===== config.mk =====
export PLATFORM = sky130hd
export DESIGN_NAME = snes_pad_emulator
export DESIGN_NICKNAME = d
export VERILOG_FILES = /design/src/rtl/snes_pad_emulator.sv
export SDC_FILE = /design/constraint.sdc
export NUM_CORES = 1
export LEC_CHECK = 0
export ABC_AREA = 1
export CORE_UTILIZATION = 40
export CTS_BUF_LIST = sky130_fd_sc_hd__clkbuf_4 sky130_fd_sc_hd__clkbuf_8
export CTS_CLUSTER_SIZE = 10
export DETAILED_ROUTE_END_ITERATION = 8
export PLACE_DENSITY_LB_ADDON = 0.25
export RECOVER_POWER = 100
export SYNTH_ARGS = -nofsm -noshare
export SYNTH_HDL_FRONTEND = slang
export SYNTH_SLANG_ARGS = --single-unit

===== constraint.sdc =====
create_clock -name clk -period 1.7 [get_ports clk]
set_input_delay 0.17 -clock clk [delete_from_list [all_inputs] [get_ports clk]]
set_output_delay 0.17 -clock clk [all_outputs]
set_load 0.02 [all_outputs]

===== src/rtl/snes_pad_emulator.sv =====
// Device-side serial gamepad model: latches a button vector on cont_activate and
// shifts it out active-low on cont_data, one bit per synchronized cont_clk rise.
module snes_pad_emulator #(
  parameter int unsigned NUM_BUTTONS = 12,
  parameter int unsigned FRAME_BITS  = 16,
  parameter int unsigned SYNC_STAGES = 2
) (
  input  logic                   clk,
  input  logic                   reset,
  input  logic [NUM_BUTTONS-1:0] buttons,
  input  logic                   cont_activate,
  input  logic                   cont_clk,
  output logic                   cont_data,
  output logic                   frame_done,
  output logic                   frame_aborted,
  output logic [4:0]             bit_index
);

  localparam int unsigned IDX_W = 5;

  typedef enum logic [1:0] {IDLE, LATCH, SHIFT, DONE} state_t;

  state_t                 state, state_next;
  logic [SYNC_STAGES-1:0] act_sync, pclk_sync;
  logic                   act_s, pclk_s, act_d, pclk_d;
  logic                   act_rise, act_fall, pclk_rise;
  logic [FRAME_BITS-1:0]  shift_reg, shift_next, ld;
  logic [IDX_W-1:0]       idx_next;
  logic                   done_next, abort_next;

  // Pad pins are asynchronous; each goes through its own flop chain plus one edge-detect copy.
  always_ff @(posedge clk or posedge reset) begin
    if (reset) begin
      act_sync  <= '0;
      pclk_sync <= '0;
      act_d     <= 1'b0;
      pclk_d    <= 1'b0;
    end else begin
      act_sync  <= {act_sync[SYNC_STAGES-2:0], cont_activate};
      pclk_sync <= {pclk_sync[SYNC_STAGES-2:0], cont_clk};
      act_d     <= act_s;
      pclk_d    <= pclk_s;
    end
  end

  assign act_s     = act_sync[SYNC_STAGES-1];
  assign pclk_s    = pclk_sync[SYNC_STAGES-1];
  assign act_rise  = act_s & ~act_d;
  assign act_fall  = ~act_s & act_d;
  assign pclk_rise = pclk_s & ~pclk_d;

  // Padding bits above the buttons read as released.
  always_comb begin
    ld                  = '1;
    ld[NUM_BUTTONS-1:0] = ~buttons;
  end

  always_ff @(posedge clk or posedge reset) begin
    if (reset) begin
      state         <= IDLE;
      shift_reg     <= '1;
      cont_data     <= 1'b1;
      bit_index     <= '0;
      frame_done    <= 1'b0;
      frame_aborted <= 1'b0;
    end else begin
      state         <= state_next;
      shift_reg     <= shift_next;
      cont_data     <= shift_reg[0];
      bit_index     <= idx_next;
      frame_done    <= done_next;
      frame_aborted <= abort_next;
    end
  end

  // A latch request wins over any shift clock, in every state.
  always_comb begin
    state_next = state;
    shift_next = shift_reg;
    idx_next   = bit_index;
    done_next  = 1'b0;
    abort_next = 1'b0;
    if (act_rise) begin
      state_next = LATCH;
      shift_next = ld;
      idx_next   = '0;
      abort_next = (state == SHIFT);
    end else begin
      case (state)
        IDLE: begin
        end
        LATCH: begin
          idx_next = '0;
          if (act_s) begin
            shift_next = ld;
          end else if (act_fall) begin
            state_next = SHIFT;
          end
        end
        SHIFT: begin
          if (!act_s && pclk_rise) begin
            shift_next = {1'b0, shift_reg[FRAME_BITS-1:1]};
            idx_next   = bit_index + IDX_W'(1);
            if (idx_next == IDX_W'(FRAME_BITS)) begin
              state_next = DONE;
              done_next  = 1'b1;
            end
          end
        end
        DONE: begin
        end
        default: state_next = IDLE;
      endcase
    end
  end

endmodule


-- Word-level counts from Yosys, hierarchy flattened
Cells that the tools add are included.
- output and inout bits: 8
- register bits: 32
- word-level logic and storage cells: 50
- input port bits: 16
- reductions and logical operators: 6
- add/sub/neg operators: 1
- multiplexer cells: 18
- equality and inequality tests: 8
- bitwise logic cells: 7
- operators with widths (cell ; number):
    $mux W16 ; 3
    $pmux W16 S2 ; 1
    $not A12 Y12 ; 1
    $mux W2 ; 5
    $mux W5 ; 2
    $pmux W5 S2 ; 1
    $ne A3 B3 Y1 const B ; 3
    $ne A3 B2 Y1 const B ; 2
    $add A5 B1 Y5 const B ; 1
    $eq A5 B5 Y1 const B ; 1
    $mux W1 ; 5
    $reduce_and A5 Y1 ; 1
    $pmux W2 S2 ; 1
    $and A1 B1 Y1 ; 3
    $not A1 Y1 ; 3
    $reduce_and A3 Y1 ; 1
    $reduce_bool A3 Y1 ; 1
    $eq A2 B1 Y1 const B ; 1
    $eq A2 B2 Y1 const B ; 1
    $reduce_and A2 Y1 ; 1
    $logic_and A1 B1 Y1 ; 1
    $logic_not A1 Y1 ; 1

-- Depth between registers and ports, before layout
Gate-level depths: netlist (run 1).
- depth after elaboration: 6
- gate-level depth with buffers: 10
- mapped depth without buffers: 9

-- Worst setup path after synthesis (run 1)
OpenSTA, ideal clock, no wires.
- path kind: flip-flop to flip-flop
- start: register act_sync[1]
- end: register shift_reg[12]
- clock period less this slack: 1.404 ns
- path slack: 0.296 ns
- stages on the path, launching flop included: 9
- required time: 1.617 ns
- arrival time: 1.321 ns
- path buffers: 1
- setup time: 0.083 ns
- cells stage by stage: dfrtp_1 -> ha_1 -> inv_1 -> nand3_1 -> nand2_4 -> inv_6 -> nand2_8 -> buf_6 -> a22oi_2
- cells in the longest elaborated chain, start to end: 4
- elaborated cells between the ends (all ways): 8
- those cells by class: eq/ne (2); mux (1); bitwise (1); reduce/logical (4)
- ends and longest elaborated chain (what ; line ; text):
    start: declaration ; 24 ; logic [SYNC_STAGES-1:0] act_sync, pclk_sync;
    start signal: assignment ; 39 ; act_sync <= {act_sync[SYNC_STAGES-2:0], cont_activate};
    $logic_not A1 Y1 ; 101 ; if (!act_s && pclk_rise) begin
    $logic_and A1 B1 Y1 ; 101 ;
    $ne A3 B2 Y1 (no line) ; -- ;
    $reduce_and A3 Y1 (no line) ; -- ;
    end signal: assignment ; 68 ; shift_reg <= shift_next;
    end: declaration ; 27 ; logic [FRAME_BITS-1:0] shift_reg, shift_next, ld;
Several ways; a longest one is shown, not always the timed one.
A chain may end at the register's enable or synchronous reset.

-- Worst setup path after layout (run 1)
- start: register cont_data
- end: output port cont_data
- RTL lines (what ; line ; text):
    start: declaration ; 13 ; output logic cont_data,
    start signal: assignment ; 69 ; cont_data <= shift_reg[0];
No word-level cell between the ends.

==> flow_metrics.env, run 1 <==
export IMPL_placement_setup_worst_slack_ns=0.160
export IMPL_layout_worst_path_cycle_share_pct=95.5
export IMPL_setup_ws_ns=0.0759
export IMPL_critical_path_cell_chain="dlygate4sd3_1"
export IMPL_setup_viol_count_final=0
export IMPL_end_kind="primary output"
export IMPL_timing_final_crit_period_ns=1.62
export IMPL_vias=1077
export IMPL_ctsLongestPathBuffers=2
export IMPL_grt_pass1_vias=974
export IMPL_boundaryPins=24
export IMPL_cts_max_level=2
export IMPL_ir_worst_vdd_mv=0.737
export IMPL_drt_iter0_markers=43
export IMPL_yosys_area_share_simple_pct=21.0
export IMPL_slew_headroom_pct=48.5
export IMPL_yosys_area_share_adder_pct=2.43
export IMPL_cts_reportedPaths_clkPinSlew_ns=0.06
export IMPL_synth_compound_gate_area_share_pct=15.4
export IMPL_layout_drive_gt1_share_pct=22.8
export IMPL_drt_drc_violations_left=0
export IMPL_worst_ep_arrival_time_ns=1.45
export IMPL_crit_slowest_cell="sky130_fd_sc_hd__dlygate4sd3_1"
export IMPL_static_leakage_power_uw=0.000871
export IMPL_diodes=0
export IMPL_worst_hold_startpoint="pclk_sync[0]$_DFF_PP0_"
export IMPL_avgRoutedWirePerCell_um=10.8
export IMPL_floorplan_die_area_mm2=0.00412
export IMPL_type_of_the_most_critical_hold_path="flop to flop"
export IMPL_ys_warn_count=0
export IMPL_syn_avg_cell_area_um2=10.2
export IMPL_layout_area_overhead_vs_synth_pct=18.2
export IMPL_finalClockSkew_ns=0.00689
export IMPL_fp_dieH_um=64.2
export IMPL_yosysSeqAreaShare_pct=53.2
export IMPL_timing_critical_path_slowest_cell_delay_ns=0.66
export IMPL_synth_mux_area_fraction_pct=0
export IMPL_hpwlAfterDp_um=1740
export IMPL_grt_start_max_net_pins=33
export IMPL_mostFrequentLayoutCells="sky130_fd_sc_hd__nand2_1 (40), sky130_fd_sc_hd__dfstp_2 (16), sky130_fd_sc_hd__dfrtp_1 (15)"
export IMPL_avgViaCountPerCell=4.72
export IMPL_synth_seq_cells=32
export IMPL_detail_route_antenna_nets=0
export IMPL_num_rows=22
export IMPL_beginning_of_the_critical_path="cont_data$_DFF_PP1_"
export IMPL_worst_path_max_fanout=1
export IMPL_track_usage_pct=13.5
export IMPL_number_of_flip_flops_under_the_largest_register_name=16
export IMPL_cell_at_the_root_of_the_clock_tree="sky130_fd_sc_hd__clkbuf_8"
export IMPL_numCtsBuffers=5
export IMPL_gp_routability_congestion=0.831
export IMPL_overall_die_width_um=64.2
export IMPL_tritonroute_pass_1_iters=4
export IMPL_antenna_found_initial=0
export IMPL_layout_core_utilization_pct=49.6
export IMPL_largest_family_of_logic_cells_by_synthesized_area="simple AND/OR/NAND/NOR gates"
export IMPL_worstSkewPairLatency_ns=0.28
export IMPL_tritoncts="built"
export IMPL_run_status="completed"
export IMPL_netlist_area_mm2=0.00155
export IMPL_criticalPathCategory="flop to primary output"
export IMPL_fin_worst_hold_slack_ns=0.347
export IMPL_postSynthCellCount=152
export IMPL_worst_setup_path_start_kind="flop"
export IMPL_power_density_mw_per_mm2=1520
export IMPL_maxCapViolations=0
export IMPL_design_final_nets=198
export IMPL_core_ar_mm2=0.00369
export IMPL_timing_setup_tns_ns=0
export IMPL_timing_fmax_mhz=616
export IMPL_cpLargestDelayFamily="buffers and inverters"
export IMPL_cts_hold_fix_buffers=0
export IMPL_rsz0062_at_grt="no"
export IMPL_worst_ep_required_time_ns=1.53
export IMPL_worst_pin_slew_ns=0.773
export IMPL_place_port_buffers=23
export IMPL_timing_rr_start="act_sync[1]$_DFF_PP0_"
export IMPL_drt_total_wl_um=2470
export IMPL_worstPathBufferInverterCount=1
export IMPL_post_synth_xor_area_fraction_pct=0
export IMPL_design_power_total_uw=2780
export IMPL_global_route_wire_length_before_repair_um=4070
export IMPL_cts_sink_count=32
export IMPL_final_max_slew_viol_count=0
export IMPL_postSynthNetCount=171
export IMPL_ys_types=27
export IMPL_grt_ovfl_total=0
export IMPL_floorplan_initialDensity_pct=41.9
export IMPL_most_common_cell_after_layout_fill_and_taps_aside="sky130_fd_sc_hd__nand2_1"
export IMPL_report_final_hold_viol_count=0
export IMPL_post_cts_setup_buffers=0
export IMPL_post_cts_resized=0
-- metrics by stage --
| step | std cells | cell area [µm²] |
|---|---|---|
| final | 228 | 1830 |
| after detailed placement | 220 | 1790 |
| after global placement | 220 | 1790 |
| after global routing | 228 | 1830 |
| after floorplan | 152 | 1550 |
| after CTS | 228 | 1880 |
-- path summary, 6_finish.rpt --
kind / end / slack, ns / cells after the start
min reg2reg: pclk_sync[1]$_DFF_PP0_ / 0.35 / 0
min in group asynchronous: act_d$_DFF_PP0_ / 0.55 / 3
max: cont_data / 0.08 / 1
min: pclk_sync[1]$_DFF_PP0_ / 0.35 / 0
max in group asynchronous: pclk_d$_DFF_PP0_ / 0.67 / 3
max reg2reg: bit_index[2]$_DFFE_PP0P_ / 0.18 / 6
-- power by group --
part	switching, µW	internal (µW)
registers	119	1090
clock network	255	318
logic	654	343
-- worst reg2reg max path: stages, from the launching register on --
cell and delay, ns:
sky130_fd_sc_hd__dfrtp_1 0.41, sky130_fd_sc_hd__ha_1 0.25, sky130_fd_sc_hd__nor2_4 0.19, sky130_fd_sc_hd__inv_4 0.14, sky130_fd_sc_hd__nor2_8 0.16, sky130_fd_sc_hd__inv_1 0.10
sky130_fd_sc_hd__o31ai_1 0.19
-- Yosys cell counts (all sizes together) --
cell type / instances / area [µm²]
nand2: 45 / 215
dfstp: 17 / 447
a21oi: 1 / 8.76
o21ai: 26 / 164
a22o: 1 / 8.76
buf: 4 / 53.8
o22ai: 1 / 6.26
inv: 17 / 71.3
a22oi: 3 / 37.5
nor2: 9 / 60.1
nand3: 6 / 30.0
o31ai: 1 / 12.5
dfrtp: 15 / 375
nand4: 3 / 18.8
ha: 3 / 37.5
-- cell type report --
cell class	count	area, µm²
fill	370	1860
sequential	32	822
multi-input combinational	99	551
timing repair buffer	24	235
clock buffer	7	83.8
inverter	17	71.3
tap	48	60.1
clock inverter	1	5.00
-- metal layers --
| metal | up-vias | share of wire (%) | wire, µm | GRT usage [%] |
|---|---|---|---|---|
| met1 | 507 | 44 | 1090 | 15.6 |
| met5 | - | 0 | 0 | 0 |
| met4 | 0 | 2.2 | 55 | 9.17 |
| met2 | 21 | 50 | 1230 | 21.9 |
| met3 | 5 | 3.5 | 86 | 3.21 |
| li1 | 544 | - | - | - |
-- kinds of logic after synthesis --
logic type,count (synthesis)
AND/OR/NAND/NOR,63
AO/OA/AOI/OAI,33
flip-flops,32
buffers and inverters,21
adder cells (fa/ha/maj),3
Note: power is estimated with default switching activity, not from simulation.
==> run 2: changes to the inputs <==
Settings changed: CORE_ASPECT_RATIO from default to 0.75.
==> run 2 against run 1 <==
Against the previous run: die area barely moved; sequential power barely moved; critical path type unchanged; final cell count is 1.8% higher; worst hold slack improved by 0.0019 ns; first-iteration DRC count up 16%; routed wire length is 2.1% higher; largest power group unchanged; clock-buffer cell count unchanged.
==> flow_metrics.env, run 2 (synthesized netlist as in run 1, its figures left out) <==
export IMPL_drt_drc_violations_left=0
export IMPL_grt_ovfl_total=0
export IMPL_maxCapViolations=0
export IMPL_cts_reportedPaths_clkPinSlew_ns=0.07
export IMPL_n_fill_cell=352
export IMPL_worst_ep_required_time_ns=1.53
export IMPL_cts_max_level=2
export IMPL_track_usage_pct=14.2
export IMPL_report_final_hold_viol_count=0
export IMPL_busiest_layer="met2"
export IMPL_ir_worst_vdd_mv=0.638
export IMPL_most_common_cell_after_layout_fill_and_taps_aside="sky130_fd_sc_hd__nand2_1"
export IMPL_setup_viol_count_final=0
export IMPL_final_area_mm2=0.00185
export IMPL_place_port_buffers=23
export IMPL_numCtsBuffers=5
export IMPL_rsz0062_at_grt="no"
export IMPL_worst_pin_slew_ns=0.772
export IMPL_cell_area_after_placement_mm2=0.00180
export IMPL_cell_at_the_root_of_the_clock_tree="sky130_fd_sc_hd__clkbuf_8"
export IMPL_drt_total_wl_um=2520
export IMPL_floorplan_die_area_mm2=0.00412
export IMPL_timing_final_crit_period_ns=1.62
export IMPL_antenna_found_initial=0
export IMPL_worst_ep_arrival_time_ns=1.45
export IMPL_criticalPathCategory="flop to primary output"
export IMPL_worst_path_max_fanout=1
export IMPL_final_max_slew_viol_count=0
export IMPL_ctsLongestPathBuffers=2
export IMPL_gr_usage_met3_pct=7.25
export IMPL_globalRouteMet1Util_pct=16.2
export IMPL_mostFrequentLayoutCells="sky130_fd_sc_hd__nand2_1 (40), sky130_fd_sc_hd__dfstp_2 (16), sky130_fd_sc_hd__dfrtp_1 (15)"
export IMPL_worst_setup_path_start_kind="flop"
export IMPL_layout_core_utilization_pct=50.2
export IMPL_avgViaCountPerCell=4.63
export IMPL_post_cts_resized=0
export IMPL_post_cts_setup_buffers=0
export IMPL_num_rows=19
export IMPL_slew_headroom_pct=48.5
export IMPL_detail_route_antenna_nets=0
export IMPL_vias=1074
export IMPL_grt_start_max_net_pins=33
export IMPL_timing_setup_tns_ns=0
export IMPL_tritoncts="built"
export IMPL_end_kind="primary output"
export IMPL_finalClockSkew_ns=0.00641
export IMPL_type_of_the_most_critical_hold_path="flop to flop"
export IMPL_gp_routability_congestion=0.864
export IMPL_overall_die_width_um=73.8
export IMPL_static_leakage_power_uw=0.000877
export IMPL_fp_dieH_um=55.9
export IMPL_layout_area_overhead_vs_synth_pct=19.6
export IMPL_design_power_total_uw=2830
export IMPL_grt_pass1_vias=1007
export IMPL_drt_iter0_markers=50
export IMPL_avgRoutedWirePerCell_um=10.8
export IMPL_number_of_flip_flops_under_the_largest_register_name=16
export IMPL_core_ar_mm2=0.00368
export IMPL_critical_path_cell_chain="dlygate4sd3_1"
export IMPL_layout_drive_gt1_share_pct=25.6
export IMPL_global_route_wire_length_before_repair_um=4360
export IMPL_tritonroute_pass_1_iters=4
export IMPL_hpwlAfterDp_um=1790
export IMPL_met2_usage_pct=23.5
export IMPL_cpLargestDelayFamily="buffers and inverters"
export IMPL_run_status="completed"
export IMPL_worstSkewPairLatency_ns=0.28
export IMPL_cts_sink_count=32
export IMPL_layout_worst_path_cycle_share_pct=95.3
export IMPL_crit_slowest_cell="sky130_fd_sc_hd__dlygate4sd3_1"
export IMPL_power_density_mw_per_mm2=1530
export IMPL_worstPathBufferInverterCount=1
export IMPL_timing_critical_path_slowest_cell_delay_ns=0.66
export IMPL_floorplan_initialDensity_pct=42.0
export IMPL_timing_fmax_mhz=618
export IMPL_design_final_nets=198
export IMPL_diodes=0
export IMPL_cts_hold_fix_buffers=0
export IMPL_boundaryPins=24
==> run 2: changes by cell type in the layout (fill, tap and decap cells not counted) <==
| cell | change |
|---|---|
| sky130_fd_sc_hd__a22oi_1 | -1 |
| sky130_fd_sc_hd__o31ai_2 | +1 |
| sky130_fd_sc_hd__a22oi_2 | +1 |
| sky130_fd_sc_hd__o31ai_1 | -1 |
| sky130_fd_sc_hd__inv_2 | +1 |
| sky130_fd_sc_hd__o21ai_1 | +1 |
| sky130_fd_sc_hd__inv_6 | -1 |
| sky130_fd_sc_hd__o21ai_0 | -4 |
| sky130_fd_sc_hd__o21ai_2 | +3 |
==> run 2: final cells by class <==
cell class                      instances  area (µm²)  area share (%)
Multi-Input combinational cell         99         572            30.9
Timing Repair Buffer                   24         235            12.7
Clock buffer                            7        83.8            4.53
Inverter                               17        66.3            3.59
Clock inverter                          1        5.00           0.271
Sequential cell                        32         822            44.5
Tap cell                               52        65.1            3.52
==> run 2: path summary, 6_finish.rpt <==
path | to | from | slack (ns) | depth (start not counted)
worst max-delay path | cont_data | cont_data$_DFF_PP1_ | 0.08 | 1
worst min-delay path | act_sync[1]$_DFF_PP0_ | act_sync[0]$_DFF_PP0_ | 0.35 | 0
worst max register to register | shift_reg[10]$_DFFE_PP1P_ | act_sync[1]$_DFF_PP0_ | 0.17 | 8
worst min register to register | act_sync[1]$_DFF_PP0_ | act_sync[0]$_DFF_PP0_ | 0.35 | 0
max in group asynchronous | state[0]$_DFFE_PP0P_ | reset | 0.66 | 3
min in group asynchronous | act_sync[0]$_DFF_PP0_ | reset | 0.55 | 3
==> run 2: where the power goes <==
group / total (µW) / switching [µW] / internal (µW)
Combinational: 1040 / 681 / 359
Sequential: 1210 / 116 / 1090
Clock: 581 / 262 / 319
==> run 2: routing by layer <==
| metal | up-vias | wire, µm | part of all wire, % |
|---|---|---|---|
| li1 | 547 | - | - |
| met1 | 495 | 1180 | 47 |
| met2 | 27 | 1200 | 48 |
| met3 | 5 | 111 | 4.4 |
| met4 | 0 | 19 | 0.76 |
| met5 | - | 0 | 0 |
==> run 2: stage by stage <==
| step | std cells | hold WS (ns) | setup WS (ns) |
|---|---|---|---|
| 3_5_place_dp | 224 | 0.339 | 0.150 |
| 5_1_grt | 232 | 0.357 | 0.0231 |
| 2_1_floorplan | 152 | 0.201 | 0.296 |
| 4_1_cts | 232 | 0.279 | 0.127 |
| 6_report | 232 | 0.349 | 0.0807 |
| 3_3_place_gp | 224 | 0.333 | 0.221 |
